File: src/rtl/tick_monitor_pkg.sv
// Shared types for the tick interval monitor: FSM states and fault codes.
package tick_monitor_pkg;

    localparam int FCODE_W = 2;

    typedef enum logic [1:0] {
        IDLE,
        TRACK,
        LOCKED,
        FAULT
    } state_t;

    typedef enum logic [FCODE_W-1:0] {
        NONE,
        EARLY,
        LATE,
        UPSTREAM
    } fault_code_t;

endpackage

File: src/rtl/tick_monitor_if.sv
// Signal bundle between the delay stage / status logic and tick_monitor.
interface tick_monitor_if
    import tick_monitor_pkg::*;
#(
    parameter int CBITS    = 16,
    parameter int EVT_BITS = 8
);

    // No handshake: inputs are sampled on every rising clk edge, and every
    // output is a register that is valid continuously after reset.
    logic                tick_in;
    logic                upstream_err;
    logic                clear;
    logic                locked;
    logic                fault;
    logic [FCODE_W-1:0]  fault_code;
    logic [EVT_BITS-1:0] tick_count;
    logic [CBITS-1:0]    last_period;
    state_t              dbg_state;

    modport master (
        output tick_in, upstream_err, clear,
        input  locked, fault, fault_code, tick_count, last_period, dbg_state
    );

    modport slave (
        input  tick_in, upstream_err, clear,
        output locked, fault, fault_code, tick_count, last_period, dbg_state
    );

endinterface

File: src/rtl/tick_interval_meter.sv
// Counts clocks since the last accepted tick and classifies the interval
// against the expected-period window.
module tick_interval_meter #(
    parameter int EXP_PERIOD = 25001,
    parameter int TOL        = 2,
    parameter int CBITS      = 16
) (
    input  logic             clk,
    input  logic             rst,
    input  logic             restart,
    output logic [CBITS-1:0] measured,
    output logic             good,
    output logic             early,
    output logic             late
);

    localparam logic [CBITS-1:0] WIN_LO = CBITS'(EXP_PERIOD - TOL);
    localparam logic [CBITS-1:0] WIN_HI = CBITS'(EXP_PERIOD + TOL);

    logic [CBITS-1:0] gap_cnt;

    always_ff @(posedge clk) begin
        if (rst || restart) begin
            gap_cnt <= '0;
        end else if (gap_cnt != '1) begin
            gap_cnt <= gap_cnt + CBITS'(1);
        end
    end

    // measured counts the edge that carries the tick; hold at all-ones
    // once the counter has saturated so it never wraps back to small values.
    always_comb begin
        measured = (gap_cnt == '1) ? gap_cnt : gap_cnt + CBITS'(1);
        early    = measured < WIN_LO;
        late     = measured > WIN_HI;
        good     = !early && !late;
    end

endmodule

File: src/rtl/tick_monitor.sv
// Tick interval monitor: locks onto a periodic tick and raises sticky
// early/late/upstream faults. Define TICK_MON_SVA_EN to compile in assertions.
module tick_monitor
    import tick_monitor_pkg::*;
#(
    parameter int EXP_PERIOD = 25001,
    parameter int TOL        = 2,
    parameter int CBITS      = 16,
    parameter int LOCK_CNT   = 3,
    parameter int EVT_BITS   = 8
) (
    input  logic          clk,
    input  logic          rst,
    tick_monitor_if.slave bus
);

    localparam logic [3:0] LOCK_N = 4'(LOCK_CNT);

    state_t              state;
    fault_code_t         code;
    logic [3:0]          good_cnt;
    logic                locked_r;
    logic                fault_r;
    logic [EVT_BITS-1:0] tick_count_r;
    logic [CBITS-1:0]    last_period_r;

    logic             acc_tick;
    logic [CBITS-1:0] measured;
    logic             good;
    logic             early;
    logic             late;

    // A tick coinciding with clear is dropped entirely.
    assign acc_tick = bus.tick_in && !bus.clear;

    tick_interval_meter #(
        .EXP_PERIOD (EXP_PERIOD),
        .TOL        (TOL),
        .CBITS      (CBITS)
    ) u_meter (
        .clk      (clk),
        .rst      (rst),
        .restart  (acc_tick || bus.clear),
        .measured (measured),
        .good     (good),
        .early    (early),
        .late     (late)
    );

    always_ff @(posedge clk) begin
        if (rst) begin
            state         <= IDLE;
            code          <= NONE;
            good_cnt      <= '0;
            locked_r      <= 1'b0;
            fault_r       <= 1'b0;
            tick_count_r  <= '0;
            last_period_r <= '0;
        end else if (bus.clear) begin
            state    <= IDLE;
            code     <= NONE;
            good_cnt <= '0;
            locked_r <= 1'b0;
            fault_r  <= 1'b0;
        end else begin
            if (acc_tick) begin
                tick_count_r <= tick_count_r + EVT_BITS'(1);
                if (state != IDLE) begin
                    last_period_r <= measured;
                end
            end
            case (state)
                IDLE: begin
                    if (acc_tick) begin
                        state    <= TRACK;
                        good_cnt <= '0;
                    end
                end
                TRACK: begin
                    if (acc_tick) begin
                        if (good) begin
                            good_cnt <= good_cnt + 4'd1;
                            if (good_cnt + 4'd1 == LOCK_N) begin
                                state    <= LOCKED;
                                locked_r <= 1'b1;
                            end
                        end else begin
                            good_cnt <= '0;
                        end
                    end else if (late) begin
                        state    <= IDLE;
                        good_cnt <= '0;
                    end
                end
                LOCKED: begin
                    // Upstream error wins over a coincident early tick,
                    // which wins over an overdue tick.
                    if (bus.upstream_err || (acc_tick && early) || late) begin
                        state    <= FAULT;
                        locked_r <= 1'b0;
                        fault_r  <= 1'b1;
                        if (bus.upstream_err) begin
                            code <= UPSTREAM;
                        end else if (acc_tick && early) begin
                            code <= EARLY;
                        end else begin
                            code <= LATE;
                        end
                    end
                end
                default: begin
                end
            endcase
        end
    end

    assign bus.locked      = locked_r;
    assign bus.fault       = fault_r;
    assign bus.fault_code  = code;
    assign bus.tick_count  = tick_count_r;
    assign bus.last_period = last_period_r;
    assign bus.dbg_state   = state;

`ifdef TICK_MON_SVA_EN
    a_fault_sticky: assert property (@(posedge clk) disable iff (rst)
        (fault_r && !bus.clear) |=> fault_r);

    a_code_iff_fault: assert property (@(posedge clk) disable iff (rst)
        ((code != NONE) == fault_r));

    a_lock_fault_excl: assert property (@(posedge clk) disable iff (rst)
        !(locked_r && fault_r));

    a_count_on_tick: assert property (@(posedge clk) disable iff (rst)
        !(bus.tick_in && !bus.clear) |=> $stable(tick_count_r));
`else
    // Assertions are compiled only when TICK_MON_SVA_EN is defined.
`endif

endmodule

File: src/flat_wrapper.sv
// flat-port wrapper written by rule: the top's interface ports become plain ports
module tick_monitor_flat import tick_monitor_pkg::*;
#(
    parameter int EXP_PERIOD = 25001,
    parameter int TOL        = 2,
    parameter int CBITS      = 16,
    parameter int LOCK_CNT   = 3,
    parameter int EVT_BITS   = 8
)
  (clk, rst, bus_tick_in, bus_upstream_err, bus_clear, bus_locked, bus_fault, bus_fault_code, bus_tick_count, bus_last_period, bus_dbg_state);
  tick_monitor_if #(.CBITS(CBITS), .EVT_BITS(EVT_BITS)) bus_i ();
  input  logic clk;
  input  logic rst;
  input wire logic [$bits(bus_i.tick_in)-1:0] bus_tick_in;
  input wire logic [$bits(bus_i.upstream_err)-1:0] bus_upstream_err;
  input wire logic [$bits(bus_i.clear)-1:0] bus_clear;
  output wire logic [$bits(bus_i.locked)-1:0] bus_locked;
  output wire logic [$bits(bus_i.fault)-1:0] bus_fault;
  output wire logic [$bits(bus_i.fault_code)-1:0] bus_fault_code;
  output wire logic [$bits(bus_i.tick_count)-1:0] bus_tick_count;
  output wire logic [$bits(bus_i.last_period)-1:0] bus_last_period;
  output wire logic [$bits(bus_i.dbg_state)-1:0] bus_dbg_state;
  assign bus_i.tick_in = bus_tick_in;
  assign bus_i.upstream_err = bus_upstream_err;
  assign bus_i.clear = bus_clear;
  assign bus_locked = bus_i.locked;
  assign bus_fault = bus_i.fault;
  assign bus_fault_code = bus_i.fault_code;
  assign bus_tick_count = bus_i.tick_count;
  assign bus_last_period = bus_i.last_period;
  assign bus_dbg_state = bus_i.dbg_state;
  tick_monitor #(.EXP_PERIOD(EXP_PERIOD), .TOL(TOL), .CBITS(CBITS), .LOCK_CNT(LOCK_CNT), .EVT_BITS(EVT_BITS)) u_core (.clk(clk), .rst(rst), .bus(bus_i));
endmodule
File: config.mk
export PLATFORM = sky130hd
export DESIGN_NAME = tick_monitor_flat
export DESIGN_NICKNAME = d
export VERILOG_FILES = /design/src/rtl/tick_monitor_pkg.sv /design/src/rtl/tick_monitor_if.sv /design/src/rtl/tick_interval_meter.sv /design/src/rtl/tick_monitor.sv /design/src/flat_wrapper.sv
export SDC_FILE = /design/constraint.sdc
export NUM_CORES = 1
export LEC_CHECK = 0
export ABC_AREA = 1
export CAP_MARGIN = 20
export CORE_MARGIN = 2
export CORE_UTILIZATION = 35
export CTS_CLUSTER_DIAMETER = 150
export CTS_CLUSTER_SIZE = 8
export DETAILED_ROUTE_END_ITERATION = 8
export PLACE_DENSITY_LB_ADDON = 0.08
export SYNTH_ARGS = -nofsm -noshare
export SYNTH_HDL_FRONTEND = slang
export SYNTH_SLANG_ARGS = --single-unit
File: constraint.sdc
create_clock -name clk -period 2.7 [get_ports clk]
set_clock_uncertainty 0.1 [all_clocks]
set_input_delay 0.405 -clock clk [delete_from_list [all_inputs] [get_ports clk]]
set_output_delay 0.405 -clock clk [all_outputs]
set_load 0.005 [all_outputs]
==> impl_metrics.json, run 1 <==
{
  "synth_area_mm2": 0.00271,
  "detail-route-antenna-nets": 0,
  "cts_tree": "done",
  "via_per_inst": 4.63,
  "final.setup.tns_ns": 0,
  "arrival_ns": 2.55,
  "die_y_um": 92.0,
  "finalCritPeriodShare_pct": 90.8,
  "clkLatencyLatePin_ns": 0.30,
  "startpoint_type": "register",
  "cts-root-buf": "clkbuf_8",
  "grtUsageTotal_pct": 15.6,
  "num_vias": 2457,
  "yosys.area.top_type": "dfxtp_1",
  "drive_gt1_share_pct": 14.9,
  "yosysUniqueCellTypes": 36,
  "rr_startpoint": "u_core.u_meter.gap_cnt[1]",
  "io-pin-count": 35,
  "crit_end": "u_core.bus.dbg_state[0]",
  "cpMaxStageDelayCell": "dfxtp_1",
  "worstSetupPathType": "reg2reg",
  "ys_ff_latch": 50,
  "hold_start": "u_core.bus.fault",
  "leakage_nw": 1.41,
  "cts_hold_buf": 0,
  "crit_path_frequent_cell": "nand2_1",
  "cts_made_buffers": 5,
  "row_count": 32,
  "drv_cap": 0,
  "endpoint_kind": "register",
  "synth-warning-count": 0,
  "relSlewSlack_pct": 62.3,
  "core_area_mm2": 0.00761,
  "slew_violations": 0,
  "clk_pin_slew_ns": 0.10,
  "startpoint": "u_core.u_meter.gap_cnt[1]",
  "min_path_type": "reg2reg",
  "worstMarginPinSlew_ns": 0.564,
  "grt_max_degree": 32,
  "portBuffers": 34,
  "grt_pass1_wl_mm": 10.9,
  "syn_to_final_growth_pct": 25.0,
  "drt_wl_total_mm": 6.29,
  "cts-htree-levels": 2,
  "final-setup-viol-count": 0,
  "powerDensity_mw_per_mm2": 426,
  "syn_nets": 397,
  "fmax_mhz": 408,
  "drt-initial-drc-count": 101,
  "dp.cells": 523,
  "grt_pass1_vias": 2398,
  "path_delay_family": "simple AND/OR/NAND/NOR gates",
  "r2r_slack_ns": 0.25,
  "cp_max_fo": 11,
  "synth_top_area_share_pct": 36.9,
  "final_cell_mix": "79 x nand2_1, 52 x inv_1, 45 x nor2_1, 45 x dfxtp_1, 34 x clkdlybuf4s50_1",
  "required_ns": 2.80,
  "timing.rr.end": "u_core.bus.dbg_state[0]",
  "slowest_delay_ns": 0.35,
  "crit_chain": "ha_4 > inv_2 > nor2_4 > nand2_4 > inv_2 > nand2_4 > nand3_1 > nor2_1 > nand2_1 > nor2_4 > nand2_1 > nand2_2 > nand2_4 > a21boi_4 > nand2_2 > nor2_2 > nand2_1 > nand2_1 > nor2_1",
  "antenna_found_initial": 0,
  "synthCells": 383,
  "overflow": 0,
  "post_cts_buffers": 0,
  "wl_per_cell_um": 11.8,
  "finalHoldViolCount": 0,
  "syn_avg_cell_area_um2": 7.08,
  "peakVddDrop_uv": 210,
  "final_cells": 531,
  "worst-r2r-cell-count": 19,
  "path_buf_inv": 2,
  "diodes": 0,
  "path_depth": 19,
  "min_period_ns": 2.45,
  "yosys-top-cells-area": "dfxtp_1 37%, nand2_1 11%, inv_1 7.2%",
  "rsz0062_at_grt": "no",
  "die_area_mm2": 0.00846,
  "fin_nets": 442,
  "initial_core_util_pct": 35.6,
  "status": "complete, no violations",
  "clockBufferDepth": 2,
  "synth_seq_area_share_pct": 36.9,
  "gp_congestion": 0.828,
  "post-route-drc-count": 0,
  "numClockSinks": 50,
  "dr.pass1.iters": 4,
  "hpwl_mm": 4.84,
  "die_w_um": 92.0,
  "layout_commonest_cell": "nand2_1"
}
-- power by group --
part           internal [mW]  switching, mW
registers              0.755         0.0128
clock network          0.277          0.250
logic                 0.0712         0.0782
total                   1.10          0.341
-- cell type report --
cell class | instances | area [um2]
Clock buffer | 6 | 72.6
Fill cell | 784 | 4220
Inverter | 61 | 229
Tap cell | 102 | 128
Sequential cell | 50 | 1010
Timing Repair Buffer | 44 | 415
Multi-Input combinational cell | 266 | 1500
Clock inverter | 2 | 37.5
-- worst min-delay path by stage --
stage / end / cells after the start
after floorplan: u_core.bus.fault / 2
after global placement: u_core.bus.fault / 2
after detailed placement: u_core.bus.fault / 2
after CTS: u_core.bus.fault / 2
after global routing: u_core.good_cnt[3] / 2
final: u_core.bus.fault / 2
-- Yosys cell counts (all sizes together) --
cell type and count:
nand2 92, inv 58, nor2 55, dfxtp 50, a21oi 22, nand3 21
o21ai 19, ha 9, nor3 9, nand4 6, o211ai 6, clkbuf 5
o21bai 4, xnor2 4, a31oi 3, clkinv 3, nor3b 3, or2 3
xor2 3, nand3b 2, a21boi 1, a21o 1, and2 1, and3 1
buf 1, nor4 1
-- what timing repair did --
action | CTS | global route
gates resized for setup | 0 | 13
endpoints found under the hold margin | 0 | 0
endpoints found under the setup margin | 0 | 10
-- routing by layer --
| layer | GRT usage (%) | wire length (um) | vias up |
|---|---|---|---|
| li1 | - | - | 1305 |
| met1 | 20.9 | 3220 | 1112 |
| met2 | 26.5 | 2850 | 34 |
| met3 | 2.38 | 148 | 6 |
| met4 | 3.73 | 70 | 0 |
| met5 | 0 | 0 | - |
-- logic make-up after synthesis --
logic type	synth area share [%]
XOR/XNOR	2.26
AND/OR/NAND/NOR	34.7
adder cells (fa/ha/maj)	4.16
flip-flops	36.9
buffers and inverters	9.56
AO/OA/AOI/OAI	12.4
-- metrics by stage --
| step | total power, mW | util [%] | hold WS [ns] | instance area (um2) | setup slack, ns |
|---|---|---|---|---|---|
| detailed placement | 0.934 | 42.4 | 0.341 | 3230 | 0.0627 |
| floorplan | 0.865 | - | 0.347 | 2710 | 0.316 |
| finish | 1.44 | 44.5 | 0.360 | 3390 | 0.249 |
| global route | 1.51 | 44.5 | 0.394 | 3390 | 0.00523 |
| CTS | 1.47 | 43.8 | 0.358 | 3340 | 0.0373 |
| global placement | 0.933 | 42.4 | 0.339 | 3230 | 0.146 |
-- sequential cells by signal (all words and copies together) (netlist names) --
register                flops
u_core.bus.last_period     16
u_core.u_meter.gap_cnt     16
u_core.bus.tick_count       8
u_core.good_cnt             4
u_core.bus.dbg_state        2
u_core.bus.fault_code       2
u_core.bus.fault            1
u_core.bus.locked           1
-- worst min-delay path: cells and delay by family (launching register included) --
kind / cells / cell delay [ns]
compound gates: 1 / 0.05
buf+inv: 1 / 0.05
flops: 1 / 0.32
No activity file was read; power rests on OpenSTA's default activity.
==> run 2: changes to the inputs <==
--- a/config.mk
+++ b/config.mk
@@ -9,6 +9,7 @@
 export CAP_MARGIN = 20
 export CORE_MARGIN = 2
 export CORE_UTILIZATION = 35
+export CTS_BUF_LIST = sky130_fd_sc_hd__clkbuf_4 sky130_fd_sc_hd__clkbuf_8
 export CTS_CLUSTER_DIAMETER = 150
 export CTS_CLUSTER_SIZE = 8
 export DETAILED_ROUTE_END_ITERATION = 8
==> run 2 against run 1 <==
  * Critical path depth unchanged
  * Clock power increased by 2%
  * Combinational power about the same
  * Fmax about the same
  * Largest power group unchanged
  * Die area unchanged
  * Critical path type unchanged
  * Power increased by 0.82%
  * Final area increased by 0.11%
==> impl_metrics.json, run 2 (same netlist as run 1, synthesis figures left out) <==
{
  "status": "complete, no violations",
  "post-route-drc-count": 0,
  "peakVddDrop_uv": 210,
  "overflow": 0,
  "die_y_um": 92.0,
  "startpoint_type": "register",
  "finalHoldViolCount": 0,
  "core_area_mm2": 0.00761,
  "numClockSinks": 50,
  "powerDensity_mw_per_mm2": 429,
  "dp.cells": 523,
  "dr.pass1.iters": 4,
  "fillCellCount": 784,
  "startpoint": "u_core.u_meter.gap_cnt[1]",
  "diodes": 0,
  "row_count": 32,
  "busiest_layer": "met2",
  "rsz0062_at_grt": "no",
  "drive_gt1_share_pct": 15.2,
  "antenna_found_initial": 0,
  "detail-route-antenna-nets": 0,
  "final_cells": 531,
  "wl_per_cell_um": 11.9,
  "slew_violations": 0,
  "hpwl_mm": 4.84,
  "multi_input_area_mm2": 0.00150,
  "gp_congestion": 0.828,
  "initial_core_util_pct": 35.6,
  "whs_ns": 0.360,
  "cts_hold_buf": 0,
  "die_area_mm2": 0.00846,
  "cp_max_fo": 11,
  "clkLatencyLatePin_ns": 0.30,
  "use_met2_pct": 26.5,
  "final-setup-viol-count": 0,
  "grt_pass1_vias": 2398,
  "worst-r2r-cell-count": 19,
  "grt_util_met1_pct": 20.9,
  "timing.rr.end": "u_core.bus.dbg_state[0]",
  "min_path_type": "reg2reg",
  "fin_util_pct": 44.6,
  "post_cts_buffers": 0,
  "post_cts_resized": 0,
  "fin_nets": 442,
  "die_w_um": 92.0,
  "clockBufferDepth": 2,
  "drt-initial-drc-count": 101,
  "rr_startpoint": "u_core.u_meter.gap_cnt[1]",
  "relSlewSlack_pct": 61.7,
  "drt_wl_total_mm": 6.31,
  "num_vias": 2464,
  "finalCritPeriodShare_pct": 90.7,
  "cts_tree": "done",
  "register_area_mm2": 0.00101,
  "drv_cap": 0,
  "fmax_mhz": 408,
  "crit_end": "u_core.bus.dbg_state[0]",
  "cts-htree-levels": 2,
  "grt_max_degree": 32,
  "portBuffers": 34,
  "syn_to_final_growth_pct": 25.1,
  "layout_commonest_cell": "nand2_1",
  "worstMarginPinSlew_ns": 0.573,
  "final.setup.tns_ns": 0,
  "cts-root-buf": "clkbuf_8",
  "leakage_nw": 1.41,
  "r2r_slack_ns": 0.25,
  "arrival_ns": 2.55,
  "worstSetupPathType": "reg2reg",
  "use_met3_pct": 2.38,
  "grt_pass1_wl_mm": 10.9,
  "final_cell_mix": "79 x nand2_1, 52 x inv_1, 45 x nor2_1, 45 x dfxtp_1, 34 x clkdlybuf4s50_1",
  "min_period_ns": 2.45,
  "required_ns": 2.80,
  "clk_pin_slew_ns": 0.10,
  "io-pin-count": 35,
  "via_per_inst": 4.64,
  "cts_made_buffers": 5,
  "endpoint_kind": "register",
  "grtUsageTotal_pct": 15.6
}
-- run 2: cell types whose count changed in the layout (fill, tap and decap cells not counted) --
| cell | delta |
|---|---|
| clkbuf_1 | -1 |
| clkbuf_4 | +1 |
-- run 2: per-stage QoR --
step	setup slack (ns)	cell area [um2]	power, mW
floorplan	0.316	2710	0.865
global placement	0.146	3230	0.933
detailed placement	0.0627	3230	0.934
CTS	0.0374	3340	1.48
global route	0.00491	3390	1.52
finish	0.252	3390	1.46
-- run 2: worst min-delay path by stage --
stage                  startpoint            endpoint  depth (start not counted)
2_1_floorplan    u_core.bus.fault    u_core.bus.fault                          2
3_3_place_gp     u_core.bus.fault    u_core.bus.fault                          2
3_5_place_dp     u_core.bus.fault    u_core.bus.fault                          2
4_1_cts          u_core.bus.fault    u_core.bus.fault                          2
5_1_grt        u_core.good_cnt[3]  u_core.good_cnt[3]                          2
6_report         u_core.bus.fault    u_core.bus.fault                          2
-- run 2: critical path, stage by stage, from the launching register on --
cell	delay (ns)
dfxtp_1	0.35
ha_4	0.19
inv_2	0.06
nor2_4	0.04
nand2_4	0.10
inv_2	0.05
nand2_4	0.16
nand3_1	0.17
nor2_1	0.15
nand2_1	0.09
nor2_4	0.15
nand2_1	0.08
nand2_2	0.07
nand2_4	0.07
a21boi_4	0.16
nand2_2	0.10
nor2_2	0.10
nand2_1	0.05
nand2_1	0.05
nor2_1	0.03
-- run 2: area by class of cell --
class	instances	area share (%)
Inverter	61	6.75
Clock inverter	2	1.11
Tap cell	102	3.76
Sequential cell	50	29.7
Clock buffer	6	2.25
Timing Repair Buffer	44	12.3
Multi-Input combinational cell	266	44.2
-- run 2: routing by layer --
metal  wire length [um]  vias up
li1                   -     1302
met1               3250     1109
met2               2800       44
met3                177        9
met4                 80        0
met5                  0        -
-- run 2: power breakdown --
group	switching (mW)	internal [mW]	total, mW
sequential	0.0128	0.755	0.768
combinational	0.0784	0.0712	0.150
clock	0.252	0.287	0.538
total	0.343	1.11	1.46
